**config.mk**
```make
export PLATFORM = sky130hd
export DESIGN_NAME = vertex_mvp_transform
export DESIGN_NICKNAME = d
export VERILOG_FILES = /design/src/rtl/vertex_mvp_transform.sv
export SDC_FILE = /design/constraint.sdc
export NUM_CORES = 2
export LEC_CHECK = 0
export CAP_MARGIN = 10
export CORE_UTILIZATION = 57
export CTS_BUF_LIST = sky130_fd_sc_hd__clkbuf_16
export DETAILED_ROUTE_END_ITERATION = 7
export PLACE_DENSITY = 0.89
export SYNTH_ARGS = -nofsm -noshare
export SYNTH_HDL_FRONTEND = slang
export SYNTH_SLANG_ARGS = --single-unit
```
**constraint.sdc**
```tcl
create_clock -name clk -period 13 [get_ports clk]
set_input_delay 3.9 -clock clk [delete_from_list [all_inputs] [get_ports clk]]
set_output_delay 3.9 -clock clk [all_outputs]
set_load 0.03 [all_outputs]
```
**src/rtl/vertex_mvp_transform.sv**
```systemverilog
// Clip-space vertex transform: (x', y', z', w') = M * (x, y, z, 1) using one shared
// multiply-accumulate, 12 MAC cycles per vertex, valid/ready on both sides.
module vertex_mvp_transform #(
  parameter int unsigned WMI = 8,
  parameter int unsigned WMF = 8,
  parameter int unsigned WVI = 8,
  parameter int unsigned WVF = 8
) (
  input  logic                          clk,
  input  logic                          rst,
  input  logic [15:0][WMI+WMF-1:0]      matrix,
  input  logic                          in_valid,
  output logic                          in_ready,
  input  logic [WVI+WVF-1:0]            in_x,
  input  logic [WVI+WVF-1:0]            in_y,
  input  logic [WVI+WVF-1:0]            in_z,
  output logic                          out_valid,
  input  logic                          out_ready,
  output logic [WMI+WMF-1:0]            out_x,
  output logic [WMI+WMF-1:0]            out_y,
  output logic [WMI+WMF-1:0]            out_z,
  output logic [WMI+WMF-1:0]            out_w,
  output logic                          overflow
);

  localparam int unsigned WM = WMI + WMF;
  localparam int unsigned WV = WVI + WVF;
  localparam int unsigned WP = WM + WV;
  localparam int unsigned WA = WP + 2;
  localparam int unsigned WR = WA - WVF;

  localparam logic signed [WA-1:0] RND    = WA'(1) <<< (WVF - 1);
  localparam logic signed [WR-1:0] SAT_HI = {{(WR-WM+1){1'b0}}, {(WM-1){1'b1}}};
  localparam logic signed [WR-1:0] SAT_LO = {{(WR-WM+1){1'b1}}, {(WM-1){1'b0}}};

  typedef enum logic [1:0] {IDLE, MAC, OUT} state_t;

  state_t state_q, state_d;

  logic [15:0][WM-1:0]   m_q;
  logic signed [WV-1:0]  x_q, y_q, z_q;
  logic [1:0]            row, col;
  logic signed [WA-1:0]  acc;

  logic accept, mac_en, last_mac;

  logic signed [WM-1:0]  coef, bias_el;
  logic signed [WV-1:0]  vert;
  logic signed [WP-1:0]  prod;
  logic signed [WA-1:0]  base, acc_sum, acc_rnd, acc_shr;
  logic signed [WR-1:0]  rounded;
  logic [WM-1:0]         result;
  logic                  sat;

  assign last_mac = (row == 2'd3) && (col == 2'd2);

  // State register
  always_ff @(posedge clk) begin
    if (rst) state_q <= IDLE;
    else     state_q <= state_d;
  end

  // Next-state logic
  always_comb begin
    state_d = state_q;
    unique case (state_q)
      IDLE:    if (in_valid) state_d = MAC;
      MAC:     if (last_mac) state_d = OUT;
      OUT:     if (out_ready) state_d = IDLE;
      default: state_d = IDLE;
    endcase
  end

  // State-decoded handshake and control
  always_comb begin
    in_ready  = 1'b0;
    out_valid = 1'b0;
    mac_en    = 1'b0;
    unique case (state_q)
      IDLE:    in_ready  = 1'b1;
      MAC:     mac_en    = 1'b1;
      OUT:     out_valid = 1'b1;
      default: in_ready  = 1'b0;
    endcase
    accept = in_valid & in_ready;
  end

  // Shared MAC; column 0 starts from the translation term to realise w = 1
  always_comb begin
    coef    = m_q[{row, col}];
    bias_el = m_q[{row, 2'd3}];
    unique case (col)
      2'd0:    vert = x_q;
      2'd1:    vert = y_q;
      default: vert = z_q;
    endcase
    prod    = WP'(coef) * WP'(vert);
    base    = (col == 2'd0) ? (WA'(bias_el) <<< WVF) : acc;
    acc_sum = base + WA'(prod);
    acc_rnd = acc_sum + RND;
    acc_shr = acc_rnd >>> WVF;
    rounded = WR'(acc_shr);
    sat     = 1'b0;
    result  = rounded[WM-1:0];
    if (rounded > SAT_HI) begin
      result = SAT_HI[WM-1:0];
      sat    = 1'b1;
    end else if (rounded < SAT_LO) begin
      result = SAT_LO[WM-1:0];
      sat    = 1'b1;
    end
  end

  // Operand capture, row/column sequencing and result registers
  always_ff @(posedge clk) begin
    if (rst) begin
      m_q      <= '0;
      x_q      <= '0;
      y_q      <= '0;
      z_q      <= '0;
      row      <= '0;
      col      <= '0;
      acc      <= '0;
      out_x    <= '0;
      out_y    <= '0;
      out_z    <= '0;
      out_w    <= '0;
      overflow <= 1'b0;
    end else if (accept) begin
      m_q      <= matrix;
      x_q      <= in_x;
      y_q      <= in_y;
      z_q      <= in_z;
      row      <= '0;
      col      <= '0;
      overflow <= 1'b0;
    end else if (mac_en) begin
      acc <= acc_sum;
      if (col == 2'd2) begin
        col      <= '0;
        row      <= row + 2'd1;
        overflow <= overflow | sat;
        unique case (row)
          2'd0:    out_x <= result;
          2'd1:    out_y <= result;
          2'd2:    out_z <= result;
          default: out_w <= result;
        endcase
      end else begin
        col <= col + 2'd1;
      end
    end
  end

endmodule

```
Yosys cells after proc, flatten, opt, wreduce, memory -nomap -nowiden

Index checks and enable logic that the tools add are counted.

Register bits: 409
Output and inout port bits: 67
Word-level logic and storage cells: 82

Equal/unequal tests: 10
Bitwise logic cells: 4
$add $sub $neg: 4
Reductions and logical operators: 13
$lt $le $gt $ge: 4
$mul: 1
Multiplexer cells: 18

Operators with widths:

| cell                    | count |
|---|---|
| $bmux W16 S4            | 1 |
| $mux W16                | 4 |
| $add A34 B32 Y34        | 1 |
| $add A34 B9 Y34 const B | 1 |
| $mux W34                | 1 |
| $bmux W16 S2            | 1 |
| $mul A16 B16 Y32        | 1 |
| $pmux W16 S2            | 1 |
| $gt A26 B16 Y1 const B  | 1 |
| $lt A26 B16 Y1 const B  | 1 |
| $reduce_and A4 Y1       | 4 |
| $lt A4 B5 Y1 const B    | 2 |
| $eq A2 B2 Y1 const B    | 4 |
| $mux W2                 | 4 |
| $eq A2 B1 Y1 const B    | 3 |
| $logic_not A2 Y1        | 3 |
| $ne A2 B2 Y1 const B    | 3 |
| $pmux W2 S3             | 1 |
| $mux W1                 | 5 |
| $add A2 B1 Y2 const B   | 2 |
| $reduce_and A2 Y1       | 2 |
| $reduce_and A3 Y1       | 1 |
| $reduce_or A3 Y1        | 1 |
| $not A1 Y1              | 2 |
| other kinds (4)         | 4 |

Longest topological paths before layout

Word-level depth: 9
Gate-level depth with buffers: 40
Gate-level depth less buffers: 31

Least setup slack after synthesis

OpenSTA, ideal clock, no wires.

Path type: register to register
Start point: register col[0]
End point: register out_x[5]
Arrival time: 10.777 ns
Path buffers: 9
Data required time: 12.909 ns
Stages on the path, launching flop included: 34
Library setup time: 0.091 ns
Period minus slack after synthesis: 10.868 ns
Path slack: 2.132 ns
Cells stage by stage: dfxtp_1 -> clkbuf_1 -> clkbuf_1 -> clkbuf_1 -> clkbuf_1 -> clkbuf_1 -> buf_1 -> mux2i_1 -> o21ai_0 -> clkbuf_1 -> nand2_1 -> fa_1 -> inv_1 -> fa_1 -> fa_1 -> fa_1 -> fa_1 -> inv_1 -> fa_1 -> inv_1 -> ha_1 -> clkbuf_1 -> and3_1 -> o211a_1 -> a2bb2oi_1 -> a21boi_1 -> xor2_1 -> nor4b_2 -> nand3_2 -> o311a_1 -> o41ai_4 -> buf_8 -> nand2_4 -> a311oi_1

Word-level cells in the longest chain between the ends: 8

Ends and longest elaborated chain:

| element                                                               | line   | source |
|---|---|---|
| start: declaration                                                    | 42     | `logic [1:0] row, col;` |
| start signal: assignment                                              | 150    | `col <= col + 2'd1;` |
| $bmux W16 S4, or another cell as far along                            | 90     | `coef = m_q[{row, col}];` |
| $mux W16 (implied by the code) / $pmux W16 S2 (equally long branches) | 90, 92 |  |
| $mul A16 B16 Y32                                                      | 97     | `prod = WP'(coef) * WP'(vert);` |
| $add A34 B32 Y34                                                      | 99     | `acc_sum = base + WA'(prod);` |
| $add A34 B9 Y34                                                       | 100    | `acc_rnd = acc_sum + RND;` |
| $lt A26 B16 Y1                                                        | 108    | `end else if (rounded < SAT_LO) begin` |
| $mux W16                                                              | 108    |  |
| $mux W16                                                              | 105    | `if (rounded > SAT_HI) begin` |
| end signal: assignment                                                | 144    | `2'd0: out_x <= result;` |
| end: declaration                                                      | 19     | `output logic [WMI+WMF-1:0] out_x,` |

Parallel ways exist; a longest one is shown, timed or not. The select of a mux whose other input is x is not followed.
A chain may end at the register's enable or synchronous reset.

Final worst setup path

Start point: register col[1]
End point: register out_z[2]

Word-level cells in the longest chain between the ends: 8

Ends and longest elaborated chain:

| element                                                               | line   | source |
|---|---|---|
| $bmux W16 S4, or another cell as far along                            | 90     |  |
| $mux W16 (implied by the code) / $pmux W16 S2 (equally long branches) | 90, 92 |  |
| $mul A16 B16 Y32                                                      | 97     |  |
| $add A34 B32 Y34                                                      | 99     |  |
| $add A34 B9 Y34                                                       | 100    |  |
| $lt A26 B16 Y1                                                        | 108    |  |
| $mux W16                                                              | 108    |  |
| $mux W16                                                              | 105    |  |
| end signal: assignment                                                | 146    | `2'd2: out_z <= result;` |
| end: declaration                                                      | 21     | `output logic [WMI+WMF-1:0] out_z,` |

Parallel ways exist; a longest one is shown, timed or not. The select of a mux whose other input is x is not followed.

==> results list <==
* Worst hold-check path type: reg -> reg
- TritonCTS buffer count: 43
* Critical R2R Launch: col[1]
- The worst hold path begins at m_q[164].
- Wire length reported by the detailed router: 91230 um
- Between clock sinks in the finished design, the worst skew comes to 23.97 ps.
- Tmin final: 11500 ps
- Slew Limit Headroom: 21.94%
* Power consumption: 0.003832 W
* Initial core utilization: 57.75%
- In this run, synthesis produced a sequential element count of 409.
- Synthesis produced a netlist with a net count of 4163.
* Most frequent cell after synthesis: nand2_1
- Number of buffers between clock root and the deepest sink: 3
* Detailed-route wire length per cell: 20.80 um
* Main flop type after synthesis: dfxtp_1
- The sequential cells in the finished layout cover a total of 0.008197 mm^2.
- Fillcell total: 3733
- Data on the critical path arrives at its endpoint at 11900 ps.
- The worst hold path passes through 2 cells.
* Nature of the critical path endpoint: flop
* Worst hold slack across all endpoints: 451.2 ps
- The routed layout has 26170 vias.
- Library cell used as clock root buffer: clkbuf_16
- Die outline width: 230.0 um
* Antenna violations before repair: 4
* Number of I/O port buffers: 374
* Floorplan die area: 0.05290 mm^2
* Sinks on the clock net: 409
- Summed over all failing endpoints, the final setup total negative slack is 0 ps.
- For this block, the initial DRC count from the detailed router was 2842.
- Yosys mapped a number of flops with a built-in enable equal to 0.
* Least-Margin Pin Slew: 1153 ps
- The critical path is of the reg -> reg type.
* Fraction of final layout cells sized beyond drive strength 1: 6.210%
* Num rows: 83
- Area occupied by multi-input gates: 0.01926 mm^2
- Terminating pin of the worst hold path: m_q[164]
* Final RePlAce weighted congestion: 0.9664
- CP required: 13410 ps
* Type of element launching the critical path: flop
- In this run the mean area of a mapped cell was 8.605 um^2.
- Setup violations remaining at the end of the flow were counted as 0.
- # hold bufs at CTS: 0
* Max Fanout on Critical Path: 59
* Share of flip-flops with an asynchronous set or reset after synthesis: 0%
- Setup repair after global routing left no endpoint under its margin.
- Clock insertion delay at the later pin of the skew report: 590 ps
- After synthesis the cells add up to 0.02963 mm^2.
- Number of global-route vias before repair: 26770
- Post-DR vias/cell: 5.966
- Power spread over the standard cell area amounts to 109.3 mW/mm^2.
- The number of gates resized after CTS was 0.
* Max cap viols: 0
- For this run, the post-layout net count is 4393.
- In this run the static leakage power is 14.59 nW.
- Congestion Overflow GR: 0
- Number of buffer and inverter instances along the worst setup path: 6
- Endpoint of the worst register-to-register path: out_z[2]
- After clock tree synthesis, the setup repair step added 0 buffers.
* Post-synth top area share: 27.64%
- Global routing used 34.94% of the available tracks.
- Cell type contributing the most total cell area after synthesis: dfxtp_1
- The die is 230.0 um tall.
- The first global-routing pass estimated 144300 um of wire.
- HPWL reported at the end of detailed placement: 68840 um
- Standard cell with the maximum stage delay on the critical path: dfxtp_4
- Area grow syn2layout: 18.32%
- The number of slew-limit violations in the final report is 0.
- TritonCTS built the clock tree.
* Most common cell on crit path: fa_1
* Pin count of the biggest net entering global routing: 218
* CTS H-tree depth: 2
* Run status: finished clean
- Worst path top cell family by delay: adder cells
- Endpoints failing hold: 0
- In the synthesized netlist, the cells that appear most often are nand2_1, dfxtp_1, a21oi_1.
- Cell types occupying the most area after synthesis: dfxtp_1, fa_1, nand2_1, mux4_2, a21oi_1
- Number of distinct library cells after synthesis: 79
- Timing would allow up to 86.99 MHz.
- Max VDD drop: 95.74 uV
* Gate Count Post-Synth: 3443
- Boundary pin count: 375
- Number of synthesis warnings: 0
- Depth of the worst register-to-register path: 30
- Core outline area: 0.05130 mm^2
- The count of nets left with antenna violations once routing finished came out at 0.
* Maximum cell stage delay along the critical path: 840 ps
- Before antenna repair, the detailed router went through 6 iterations.
- Final routed DRC violation total: 0
- The worst register-to-register path has a setup slack of 1500 ps.
- After clock tree synthesis, the clock-pin slew on the worst setup and hold paths is 70 ps.
- Of the synthesized area, sequential elements account for 27.64%.
- Share of the clock period used by the worst path: 88.43%
-- kinds of logic (layout without fill, tap and decap cells) --
kind of cell,count (synthesis),count (layout),synth area share [%]
multiplexers,115,115,7.728
adder cells (fa/ha/maj),412,412,25.15
buffers and inverters,580,841,7.441
other,0,2,0
AO/OA/AOI/OAI,583,583,11.88
XOR/XNOR,47,47,1.389
AND/OR/NAND/NOR,1297,1297,18.78
flip-flops,409,409,27.64
-- metal layers --
metal / GRT usage, % / share of wire, %
met1: 42.17 / 36
met2: 57.64 / 48
met3: 6.362 / 9.1
met4: 22.29 / 7.2
met5: 0 / 0.030
-- worst reg2reg max path: cells and delay by family, from the launching register on --
kind            cells  cell delay [ps]
compound gates      7             3100
xor+xnor            1              230
flops               1              840
buf+inv             6             1310
fa+ha+maj           7             3400
mux                 1              450
simple gates        8             1980
-- layout by cell type, fill, tap and decap left out, drive strengths merged, types with 7 or more instances in the layout --
cell type / n
buf: 40
inv: 363
xnor2: 29
nor2b: 58
nand4: 11
o21ai: 39
nand2b: 30
mux4: 91
and3: 7
o21a: 12
nor3: 19
dfxtp: 409
a21oi: 382
clkinv: 15
nand2: 889
a311oi: 56
a21o: 23
nor2: 177
xor2: 18
mux2i: 24
clkbuf: 44
fa: 306
ha: 106
a211oi: 14
clkdlybuf4s50: 373
o211ai: 9
nand3: 18
nor4: 7
and2: 51
-- power by group --
group / total [W] / switching (W) / internal, W
Sequential: 0.00138 / 0.0000568 / 0.00132
Clock: 0.00120 / 0.000543 / 0.000661
Combinational: 0.00125 / 0.000775 / 0.000475
-- through the flow --
| stage | utilization [%] | instances | setup slack (ps) | cell area, um^2 |
|---|---|---|---|---|
| final | 68.33 | 4386 | 1504 | 35060 |
| after global routing | 68.32 | 4384 | 901.2 | 35050 |
| after CTS | 68.31 | 4383 | 1675 | 35040 |
| after detailed placement | 65.67 | 4307 | 1717 | 33690 |
| after global placement | 65.67 | 4307 | 1924 | 33690 |
| after floorplan | - | 3443 | 2132 | 29630 |
-- layout make-up --
class,count,area share [%]
Multi-Input combinational cell,2454,54.94
Sequential cell,409,23.38
Timing Repair Buffer,413,11.60
Inverter,352,3.769
Clock buffer,44,3.141
Tap cell,680,2.427
Clock inverter,32,0.7281
Antenna cell,2,0.01428
-- worst max path at each step --
stage	startpoint	end	slack (ps)	depth (start not counted)
detailed placement	col[1]	out_w[13]	1720	26
finish	col[1]	out_z[2]	1500	30
CTS	col[1]	out_w[13]	1680	26
global route	col[1]	out_x[3]	900	27
global placement	col[1]	out_x[2]	1920	27
floorplan	col[0]	out_x[5]	2130	33
-- flip-flops by register name, indices dropped and copies added, names as in the netlist --
name,count
out_z,16
m_q,256
state_q,2
x_q,16
acc,34
row,2
overflow,1
out_y,16
col,2
out_x,16
y_q,16
z_q,16
out_w,16
Note: power is estimated with default switching activity, not from simulation.
